$ cat config.mk
export PLATFORM = sky130hd
export DESIGN_NAME = frame_hdr_insert_flat
export DESIGN_NICKNAME = d
export VERILOG_FILES = /design/src/rtl/frame_hdr_insert_pkg.sv /design/src/rtl/frame_hdr_insert_if.sv /design/src/rtl/frame_hdr_insert_axis_out_reg.sv /design/src/rtl/frame_hdr_insert.sv /design/src/flat_wrapper.sv
export SDC_FILE = /design/constraint.sdc
export NUM_CORES = 1
export LEC_CHECK = 0
export CORE_UTILIZATION = 60
export DETAILED_ROUTE_END_ITERATION = 12
export DONT_BUFFER_PORTS = 1
export GPL_TIMING_DRIVEN = 0
export PLACE_DENSITY_LB_ADDON = 0.3
export SYNTH_ARGS = -nofsm -noshare
export SYNTH_HDL_FRONTEND = slang
export SYNTH_HIERARCHICAL = 1
export SYNTH_SLANG_ARGS = --single-unit
$ cat constraint.sdc
create_clock -name clk -period 5.2 [get_ports clk]
set_input_delay 0.26 -clock clk [delete_from_list [all_inputs] [get_ports clk]]
set_output_delay 0.26 -clock clk [all_outputs]
set_load 0.005 [all_outputs]
$ cat src/rtl/frame_hdr_insert_pkg.sv
// frame_hdr_pkg: shared FSM state type and header constants for frame_hdr_insert
package frame_hdr_pkg;
  typedef enum logic [1:0] {IDLE, HDR1, PAYLOAD} frame_hdr_state_t;
  localparam logic [15:0] FRAME_HDR_SYNC_DEFAULT = 16'hA5C3;
  localparam int FRAME_HDR_WORDS = 2;
endpackage

$ cat src/rtl/frame_hdr_insert_if.sv
// frame_hdr_insert_if: 32-bit AXI4-Stream bundle (tdata/tkeep/tlast/tvalid/tready)
//   master: drives tdata, tkeep, tlast, tvalid; receives tready
//   slave : receives tdata, tkeep, tlast, tvalid; drives tready
interface frame_hdr_insert_if;
  logic [31:0] tdata;
  logic [3:0] tkeep;
  logic tlast;
  logic tvalid;
  logic tready;
  modport master (output tdata, tkeep, tlast, tvalid, input tready);
  modport slave (input tdata, tkeep, tlast, tvalid, output tready);
endinterface

$ cat src/rtl/frame_hdr_insert_axis_out_reg.sv
// axis_out_reg: single AXI4-Stream output register stage
//   clk, areset : clock, asynchronous active-high reset
//   in_*        : candidate beat, captured whenever load is high
//   load        : register may take a new beat (empty or being drained)
//   m           : registered downstream stream, held stable while stalled
module axis_out_reg (
  input  logic clk,
  input  logic areset,
  input  logic in_valid,
  input  logic [31:0] in_data,
  input  logic [3:0] in_keep,
  input  logic in_last,
  output logic load,
  frame_hdr_insert_if.master m
);
  assign load = !m.tvalid || m.tready;
  always_ff @(posedge clk or posedge areset) begin
    if (areset) begin
      m.tvalid <= 1'b0;
      m.tdata <= '0;
      m.tkeep <= '0;
      m.tlast <= 1'b0;
    end else if (load) begin
      m.tvalid <= in_valid;
      m.tdata <= in_data;
      m.tkeep <= in_keep;
      m.tlast <= in_last;
    end
  end
endmodule

$ cat src/rtl/frame_hdr_insert.sv
// frame_hdr_insert: prepends {sync,seq} and timestamp header words to each AXI4-Stream frame
//   clk, areset  : stream clock, asynchronous active-high reset
//   hdr_en       : 1 = insert header, 0 = pass-through (sampled in IDLE)
//   max_len      : max payload beats minus 1 (only with FRAME_HDR_LEN_CHECK_EN)
//   s, m         : upstream / downstream stream
//   frame_count  : frames completed on the downstream side
//   trunc_count  : frames cut by the length check (0 without FRAME_HDR_LEN_CHECK_EN)
// Optional feature macro: FRAME_HDR_LEN_CHECK_EN
module frame_hdr_insert
  import frame_hdr_pkg::*;
#(
  parameter logic [15:0] SYNC_WORD = FRAME_HDR_SYNC_DEFAULT,
  parameter int TS_W = 32
) (
  input  logic clk,
  input  logic areset,
  input  logic hdr_en,
  input  logic [31:0] max_len,
  frame_hdr_insert_if.slave s,
  frame_hdr_insert_if.master m,
  output logic [31:0] frame_count,
  output logic [15:0] trunc_count
);
  frame_hdr_state_t state, state_nxt;
  logic [15:0] seq;
  logic [TS_W-1:0] ts, ts_lat;
  logic hdr_cur;
  logic load, out_valid, out_last, seq_inc;
  logic [31:0] out_data;
  logic [3:0] out_keep;
`ifdef FRAME_HDR_LEN_CHECK_EN
  logic [31:0] beat_cnt;
  logic trunc_inc;
`endif
  always_comb begin
    state_nxt = state;
    s.tready = 1'b0;
    out_valid = 1'b0;
    out_data = s.tdata;
    out_keep = s.tkeep;
    out_last = s.tlast;
    seq_inc = 1'b0;
`ifdef FRAME_HDR_LEN_CHECK_EN
    trunc_inc = 1'b0;
`endif
    case (state)
      IDLE: begin
        out_valid = s.tvalid;
        if (hdr_en) begin
          out_data = {SYNC_WORD, seq};
          out_keep = 4'hF;
          out_last = 1'b0;
          state_nxt = s.tvalid && load ? HDR1 : IDLE;
        end else begin
          // pass-through: this beat is forwarded directly from IDLE
          s.tready = load;
          state_nxt = s.tvalid && load && !s.tlast ? PAYLOAD : IDLE;
        end
      end
      HDR1: begin
        out_valid = 1'b1;
        out_data = 32'(ts_lat);
        out_keep = 4'hF;
        out_last = 1'b0;
        state_nxt = load ? PAYLOAD : HDR1;
      end
      PAYLOAD: begin
        s.tready = load;
        out_valid = s.tvalid;
        if (s.tvalid && load && s.tlast) begin
          state_nxt = IDLE;
          seq_inc = hdr_cur;
        end
`ifdef FRAME_HDR_LEN_CHECK_EN
        // overlong headed frame: close it here, the rest becomes a new frame
        else if (s.tvalid && load && hdr_cur && beat_cnt == max_len) begin
          out_last = 1'b1;
          state_nxt = IDLE;
          seq_inc = 1'b1;
          trunc_inc = 1'b1;
        end
`endif
      end
      default: state_nxt = IDLE;
    endcase
  end
  always_ff @(posedge clk or posedge areset) begin
    if (areset) begin
      state <= IDLE;
      seq <= '0;
      ts <= '0;
      ts_lat <= '0;
      hdr_cur <= 1'b0;
      frame_count <= '0;
    end else begin
      state <= state_nxt;
      ts <= ts + TS_W'(1);
      seq <= seq + {15'd0, seq_inc};
      if (state == IDLE && s.tvalid && load) begin
        hdr_cur <= hdr_en;
        ts_lat <= ts;
      end
      if (m.tvalid && m.tready && m.tlast) frame_count <= frame_count + 32'd1;
    end
  end
`ifdef FRAME_HDR_LEN_CHECK_EN
  always_ff @(posedge clk or posedge areset) begin
    if (areset) begin
      beat_cnt <= '0;
      trunc_count <= '0;
    end else begin
      beat_cnt <= state != PAYLOAD ? '0 : s.tvalid && load ? beat_cnt + 32'd1 : beat_cnt;
      trunc_count <= trunc_inc && trunc_count != 16'hFFFF ? trunc_count + 16'd1 : trunc_count;
    end
  end
`else
  logic unused_max_len;
  assign unused_max_len = ^max_len;
  assign trunc_count = '0;
`endif
  axis_out_reg u_out (
    .clk(clk),
    .areset(areset),
    .in_valid(out_valid),
    .in_data(out_data),
    .in_keep(out_keep),
    .in_last(out_last),
    .load(load),
    .m(m)
  );
endmodule

$ cat src/flat_wrapper.sv
// flat-port wrapper written by rule: the top's interface ports become plain ports
module frame_hdr_insert_flat import frame_hdr_pkg::*;
#(
  parameter logic [15:0] SYNC_WORD = FRAME_HDR_SYNC_DEFAULT,
  parameter int TS_W = 32
)
  (clk, areset, hdr_en, max_len, frame_count, trunc_count, s_tdata, s_tkeep, s_tlast, s_tvalid, s_tready, m_tdata, m_tkeep, m_tlast, m_tvalid, m_tready);
  frame_hdr_insert_if s_i ();
  frame_hdr_insert_if m_i ();
  input  logic clk;
  input  logic areset;
  input  logic hdr_en;
  input  logic [31:0] max_len;
  output logic [31:0] frame_count;
  output logic [15:0] trunc_count;
  input wire logic [$bits(s_i.tdata)-1:0] s_tdata;
  input wire logic [$bits(s_i.tkeep)-1:0] s_tkeep;
  input wire logic [$bits(s_i.tlast)-1:0] s_tlast;
  input wire logic [$bits(s_i.tvalid)-1:0] s_tvalid;
  output wire logic [$bits(s_i.tready)-1:0] s_tready;
  output wire logic [$bits(m_i.tdata)-1:0] m_tdata;
  output wire logic [$bits(m_i.tkeep)-1:0] m_tkeep;
  output wire logic [$bits(m_i.tlast)-1:0] m_tlast;
  output wire logic [$bits(m_i.tvalid)-1:0] m_tvalid;
  input wire logic [$bits(m_i.tready)-1:0] m_tready;
  assign s_i.tdata = s_tdata;
  assign s_i.tkeep = s_tkeep;
  assign s_i.tlast = s_tlast;
  assign s_i.tvalid = s_tvalid;
  assign s_tready = s_i.tready;
  assign m_tdata = m_i.tdata;
  assign m_tkeep = m_i.tkeep;
  assign m_tlast = m_i.tlast;
  assign m_tvalid = m_i.tvalid;
  assign m_i.tready = m_tready;
  frame_hdr_insert #(.SYNC_WORD(SYNC_WORD), .TS_W(TS_W)) u_core (.clk(clk), .areset(areset), .hdr_en(hdr_en), .max_len(max_len), .s(s_i), .m(m_i), .frame_count(frame_count), .trunc_count(trunc_count));
endmodule
==> results.md, run 1 <==
- Outcome: completed
- Number of buffers added on ports: 0
- Setup_tns: 0 ps
- ANT nets after route: 0
- Number of DRC markers in iteration 0: 335
- # DRC: 0
- Crit Path Class: reg2reg
- Number of global-route vias before repair: 4657
- Worst setup EP type: flip-flop
- GR Overflow Total: 0
- Final setup vio count: 0
- Die Height: 110.4 µm
- Io pins: 161
- Max rail drop VDD: 0.0002408 V
- Setup slack after layout: 2232 ps
- #FFs+latches synth: 153
- Slew Limit Fails: 0
- Hold/Removal Path Class: in2reg
- Area Overhead vs Synth: 12.85%
- Seq pwr share: 45.7%
- Most frequent cells in the layout: dfrtp_1 (153), mux2_2 (62), xnor2_1 (48), a22oi_1 (32), nand3_1 (29)
- 1st-pass router iterations: 5
- CP startpoint kind: flip-flop
- CTS H-tree lvls: 4
- Hold Violations, Final: 0
- Core area: 11420 µm²
- Via count: 4565
- Min-Delay Endpoint: u_core/state[1]$_DFFE_PP0P_
- Logic pwr share: 16.2%
- Hold Startpoint: s_tvalid
- Die area: 12180 µm²
- CP max stage cell: nor4_1
- Endpoint of the lowest-slack register-to-register path: u_core/seq[13]$_DFF_PP0_
- RSZ-0062 raised after global routing: false
- Routed wire per std cell: 18.75 µm
- Vias per cell: 5.936
- WL final: 14.42 mm
- Worst-path cell chain: clkbuf_1, clkbuf_1, nand4_1, nor2_1, ha_1, nand4_1, nor4_1, nand3_1, xnor2_1
- Die Width: 110.4 µm
- # diodes: 0
- Lkg Pwr: 3.642 nW
- Share of layout cells above drive strength 1: 22.84%
- Worst-case reg-to-reg path depth: 9
- Worst Path Max Fanout: 10
- Dpl ws: 2261 ps
- Resized cells post-CTS: 0
- PwrDens: 416.3 nW/µm²
- R2r setup slk: 2230 ps
- Largest net degree at the start of global routing: 74
- CTS tree: done
- Post-layout nets: 691
- Clk_lat worst skew: 410 ps
- Reg2Reg Launch Point: u_core/state[1]$_DFFE_PP0P_
- Crit path time final: 2968 ps
- Least-Margin Pin Slew: 1066 ps
- Synthesized area per cell: 12.24 µm²
- CTS buffer count: 17
- CP Data Required Time: 5490 ps
- Clk pin slew, worst setup/hold paths: 60 ps
- Commonest non-fill, non-tap cell in the layout: dfrtp_1
- Netlist cell types: 41
- Max Cap Viol: 0
- Initial antenna violation count: 0
- Relative slew slack: 28.38%
- Post-Syn Instances: 576
- Power Total: 3.311 mW
- GRT Resource Usage Total: 25.17%
- Fmax: 336.9 MHz
- FP Rows: 39
- Filler cells: 784
- Final RePlAce weighted congestion: 0.8521
- Util after Layout: 69.66%
- CTS sink count: 153
- Register area: 3829 µm²
- Final Hold Slack: 87.13 ps
- First-pass GRT wire length: 23.05 mm
- Switch share: 27.13%
- Clk buf depth: 2
- Multi-input logic area: 2977 µm²
- Mapped cell area: 7048 µm²
- Power share of the clock group: 38.1%
- Fin crit share: 57.08%
- WP data arrival: 3260 ps
- P_sw: 898.3 µW
- Post-detail-place hpwl: 10.21 mm
- Largest stage delay, worst path: 550 ps
- Initial core utilization: 61.72%
- Internal power: 2.413 mW
- Seq/Total Area, Yosys: 54.32%
- Hold depth: 2
- Post-Route Skew: 7.757 ps
- Root Buffer Master: clkbuf_16
- YS warnings: 6
## power by group through the flow
| stage | logic (mW) | registers (mW) | clock network (mW) |
|---|---|---|---|
| final | 0.538 | 1.51 | 1.26 |
| after global routing | 0.593 | 1.54 | 1.34 |
| after CTS | 0.542 | 1.51 | 1.28 |
| after detailed placement | 0.538 | 1.53 | 0 |
| after global placement | 0.511 | 1.53 | 0 |
| after floorplan | 0.434 | 1.48 | 0 |
## timing repair
action | in CTS | in global routing
buffers inserted | 0 | 0
hold endpoints to repair | 81 | 0
setup endpoints to repair | 0 | 0
hold buffers | 2 | 0
## final cells by class
| class | instances | share of cell area, % |
|---|---|---|
| inverters | 13 | 0.6450 |
| clock buffers | 19 | 5.695 |
| clock inverters | 13 | 2.108 |
| multi-input cells | 386 | 37.42 |
| plain buffers | 39 | 3.146 |
| flip-flops and latches | 153 | 48.14 |
| well taps | 143 | 2.249 |
| repair buffers | 3 | 0.5978 |
## critical path, delay by kind of cell (launching register included)
family	cells	cell delay, ps
xor+xnor	1	140
fa+ha+maj	1	200
simple gates	5	1260
flops	1	440
buf+inv	2	800
## per-layer routing
layer	global-route usage [%]	wire, µm	up-vias
met3	6.232	972	10
li1	-	-	2104
met2	42.37	7306	141
met5	0	0	-
met1	31.50	5951	2310
met4	9.211	186	0
## cell families (layout without fill, tap and decap cells)
group	count (synthesis)	in the layout	synth area share (%)
flip-flops	153	153	54.32
AND/OR/NAND/NOR	151	151	12.66
XOR/XNOR	76	76	9.444
multiplexers	70	70	11.61
AO/OA/AOI/OAI	69	69	6.959
buffers and inverters	52	87	4.243
adder cells (fa/ha/maj)	4	4	0.7101
other	1	16	0.05321
## through the flow
step,cells,instance area (µm²)
detailed placement,735,7313
floorplan,591,7104
global placement,734,7283
global route,769,7954
CTS,769,7954
finish,769,7954
## cells in the mapped netlist
library cell	number	area share (%)
nand4_1	21	1.9
nor4bb_1	1	0.14
buf_2	4	0.28
xnor2_1	48	6.0
o22a_1	8	0.99
ha_1	4	0.71
a21oi_1	1	0.071
a31oi_1	1	0.089
o21ai_0	18	1.3
buf_12	1	0.28
dfrtp_1	153	54
nor3_1	11	0.78
a22o_1	8	0.99
and4_1	9	1.1
nor4_1	6	0.53
nand2_1	23	1.2
nand2b_4	1	0.20
nor2b_1	1	0.089
nor3_4	1	0.23
nand3_1	29	2.1
inv_1	12	0.64
nor2_1	17	0.91
nor4_2	1	0.18
clkbuf_1	15	0.80
nand2b_1	9	0.80
nand4_4	1	0.30
conb_1	1	0.053
xor2_1	28	3.5
or4_4	1	0.16
or2_2	2	0.18
a22oi_1	32	3.4
nor3b_1	1	0.11
clkinv_1	1	0.053
nor3_2	7	0.99
and3_1	6	0.53
a2bb2oi_1	1	0.12
buf_4	16	1.7
and2_1	3	0.27
mux2_2	62	9.9
mux2_4	8	1.7
buf_6	3	0.48
## worst max path at each step
stage                           startpoint                                 to  slack, ps  cells after the start
5_1_grt        u_core/state[1]$_DFFE_PP0P_           u_core/seq[13]$_DFF_PP0_       1860                      9
6_report       u_core/state[1]$_DFFE_PP0P_           u_core/seq[13]$_DFF_PP0_       2230                      9
3_5_place_dp   u_core/state[1]$_DFFE_PP0P_           u_core/seq[13]$_DFF_PP0_       2260                      9
3_3_place_gp                        areset      u_core/ts_lat[14]$_DFFE_PP0P_        860                      1
4_1_cts        u_core/state[1]$_DFFE_PP0P_           u_core/seq[13]$_DFF_PP0_       2240                      9
2_1_floorplan                       areset  u_core/frame_count[0]$_DFFE_PP0P_       1900                      1
## state kept, by name, summed over array words and instances, names as in the netlist
name,cells
u_core/u_out/m.tlast,1
u_core/frame_count,32
u_core/hdr_cur,1
u_core/u_out/m.tkeep,4
u_core/seq,16
u_core/u_out/m.tvalid,1
u_core/u_out/m.tdata,32
u_core/state,2
u_core/ts,32
u_core/ts_lat,32
No activity file was read; power rests on OpenSTA's default activity.
==> inputs of run 2 (changes only) <==
--- a/config.mk
+++ b/config.mk
@@ -5,6 +5,7 @@
 export SDC_FILE = /design/constraint.sdc
 export NUM_CORES = 1
 export LEC_CHECK = 0
+export ABC_AREA = 1
 export CORE_UTILIZATION = 60
 export DETAILED_ROUTE_END_ITERATION = 12
 export DONT_BUFFER_PORTS = 1
==> constraint.sdc (replaced) <==
create_clock -name clk -period 2.95 [get_ports clk]
set_input_delay 0.1475 -clock clk [delete_from_list [all_inputs] [get_ports clk]]
set_output_delay 0.1475 -clock clk [all_outputs]
set_load 0.005 [all_outputs]
==> run 2 against run 1 <==
  * Clock skew shrank 1.6 ps
  * Synthesized area grew 14%
  * Global-route usage grew 5.4 points
  * Cell area grew 17%
  * Utilization grew 2.8 points
  * Wire length grew 41%
  * Register-to-register slack lost 1900 ps
  * Combinational power grew 140%
  * Total power grew 88%
  * Sequential share of layout area shrank 7.0 points
  * Sequential power grew 81%
  * Sequential cell count is the same
  * Critical endpoint unchanged
  * Largest power group unchanged
  * Highest routed layer unchanged
==> results.md, run 2 <==
- Fin cells: 1256
- YS warnings: 6
- Asr flop ratio synth: 100.0%
- Netlist cell types: 38
- Root Buffer Master: clkbuf_16
- Crit path time final: 2626 ps
- Die Height: 117.8 µm
- Initial antenna violation count: 0
- GR Overflow Total: 0
- Share of layout cells above drive strength 1: 12.18%
- Worst Path Max Fanout: 12
- Crit Path Class: reg2reg
- CTS buffer count: 17
- Outcome: completed
- Max rail drop VDD: 0.0004502 V
- Resized cells post-CTS: 0
- Final RePlAce weighted congestion: 0.9566
- RSZ-0062 raised after global routing: false
- ANT nets after route: 0
- Relative slew slack: 47.09%
- Clk pin slew, worst setup/hold paths: 60 ps
- Number of buffers added on ports: 0
- Mux contribution to synthesized area: 0%
- Initial core utilization: 62.73%
- # DRC: 0
- Most frequent cells in the layout: nand2_1 (346), dfrtp_1 (153), inv_1 (79), nor2_1 (79), nand3_1 (76)
- Vias per cell: 5.412
- Die area: 13880 µm²
- Final Hold Slack: 14.73 ps
- Top_reg_cell synth: dfrtp_1
- CTS sink count: 153
- Via count: 6798
- Number of global-route vias before repair: 6555
- Worst setup EP type: flip-flop
- Synth Area in XOR/XNOR: 4.572%
- Fin crit share: 89.03%
- Lkg Pwr: 4.412 nW
- Core area: 12820 µm²
- Post-Syn Instances: 1001
- Post-Route Skew: 6.205 ps
- Placed cell count: 1190
- Largest net degree at the start of global routing: 44
- Io pins: 161
- Compound-cell area share of the yosys netlist: 6.019%
- Clk buf depth: 2
- WP buf/inv: 1
- Commonest non-fill, non-tap cell in the layout: nand2_1
- Fmax: 380.8 MHz
- 1st-pass router iterations: 5
- Largest cells by area after synthesis: dfrtp_1 (48%), nand2_1 (16%), nand3_1 (4.7%)
- Top cells by count, synth: nand2_1 (346), dfrtp_1 (153), inv_1 (81)
- Seq/Total Area, Yosys: 47.59%
- WP data arrival: 2930 ps
- FP Rows: 41
- Largest stage delay, worst path: 470 ps
- Post-layout nets: 1149
- CP startpoint kind: flip-flop
- Synthesized area per cell: 8.037 µm²
- Max Cap Viol: 0
- Crit path max-delay family: simple AND/OR/NAND/NOR gates
- First-pass GRT wire length: 33.20 mm
- Area Overhead vs Synth: 15.57%
- Hold Violations, Final: 0
- CP Data Required Time: 3260 ps
- Most frequent cell after synthesis: nand2_1
- Util after Layout: 72.50%
- CP max stage cell: dfrtp_1
- Adder-Cell Fraction of Synth Area: 0.6221%
- #FFs+latches synth: 153
- Number of DRC markers in iteration 0: 555
- WL final: 20.35 mm
- Slew Limit Fails: 0
- GRT Resource Usage Total: 30.53%
- Setup_tns: 0 ps
- Least-Margin Pin Slew: 792.6 ps
- Power Total: 6.215 mW
- CTS tree: done
- Filler cells: 956
- Post-synthesis simple-gate area fraction: 32.40%
- Largest family of logic cells by synthesized area: simple AND/OR/NAND/NOR gates
- Post-synth top area share: 47.59%
- R2r setup slk: 320 ps
- Routed wire per std cell: 16.20 µm
- Cell taking the most area after synthesis: dfrtp_1
- Post-synth EDFFs: 0
- PwrDens: 668.4 nW/µm²
- CTS H-tree lvls: 4
- Hold/Removal Path Class: in2reg
- Post-detail-place hpwl: 14.94 mm
- Clk_lat worst skew: 430 ps
- Final setup vio count: 0
- Mapped cell area: 8045 µm²
- # diodes: 0
- Die Width: 117.8 µm
- Worst-path cell chain: nand2_2, buf_2, nand2_1, nor4_1, ha_1, nand4_1, nor2_1, nand3_1, xor2_1
-- run 2: cell types whose count changed after synthesis, sizes merged, moves of 17 or more --
cell	previous run	this run
buf	24	41
nand2	23	352
nand3	29	85
xnor2	48	7
nor2	17	105
a22oi	32	0
mux2	70	0
inv	12	94
o21ai	18	42
-- run 2: final timing paths --
kind / startpoint / to / cells after the start
min in group asynchronous: areset / u_core/frame_count[7]$_DFFE_PP0P_ / 2
setup reg to reg: u_core/u_out/m.tvalid$_DFFE_PP0P_ / u_core/seq[13]$_DFF_PP0_ / 9
hold / removal: m_tready / u_core/frame_count[0]$_DFFE_PP0P_ / 2
max in group asynchronous: areset / u_core/ts[17]$_DFF_PP0_ / 3
setup / recovery: u_core/u_out/m.tvalid$_DFFE_PP0P_ / u_core/seq[13]$_DFF_PP0_ / 9
hold reg to reg: u_core/ts[31]$_DFF_PP0_ / u_core/ts[31]$_DFF_PP0_ / 2
-- run 2: cell type report --
type	instances	area, µm²	share of cell area [%]
clock buffer	20	446.7	4.804
clock inverter	12	150.1	1.615
multi-input combinational	724	3568	38.38
timing repair buffer	36	380.4	4.091
sequential	153	3829	41.18
buffer	45	349.1	3.755
inverter	94	359.1	3.862
tap	172	215.2	2.315
-- run 2: power breakdown --
group	switching [mW]	internal (mW)	total [mW]
Sequential	0.321	2.41	2.73
Combinational	0.783	0.497	1.28
Clock	0.856	1.35	2.20
Total	1.96	4.26	6.21
-- run 2: through the flow --
| step | worst slack (ps) | cell area, µm² |
|---|---|---|
| after detailed placement | 421.2 | 8361 |
| after global routing | 173.3 | 9298 |
| after CTS | 385.0 | 9298 |
| after global placement | 485.1 | 8320 |
| final | 323.7 | 9298 |
| after floorplan | 861.6 | 8105 |
-- run 2: cell families after synthesis --
group / count (synthesis)
adders and majority gates: 4
AOI/OAI and AO/OA: 76
buffers and inverters: 139
and+or+nand+nor: 586
xor gates and xnor gates: 42
other: 1
DFF: 153
-- run 2: what timing repair did --
item | CTS | global route
buffers inserted | 0 | 0
hold buffers | 34 | 0
endpoints found under the hold margin | 103 | 0
-- run 2: metal layers --
metal | global-route usage [%] | vias to the layer above | part of all wire, %
met3 | 7.703 | 56 | 6.8
met5 | 0 | - | 0
met1 | 38.09 | 3177 | 41
li1 | - | 3288 | -
met2 | 50.37 | 277 | 48
met4 | 12.98 | 0 | 3.6
-- run 2: worst register-to-register path, stage by stage, from the launching register on --
cell     delay (ps)
dfrtp_1         470
nand2_2         140
buf_2           250
nand2_1         130
nor4_1          380
ha_1            270
nand4_1         210
nor2_1          340
nand3_1         150
xor2_1          170
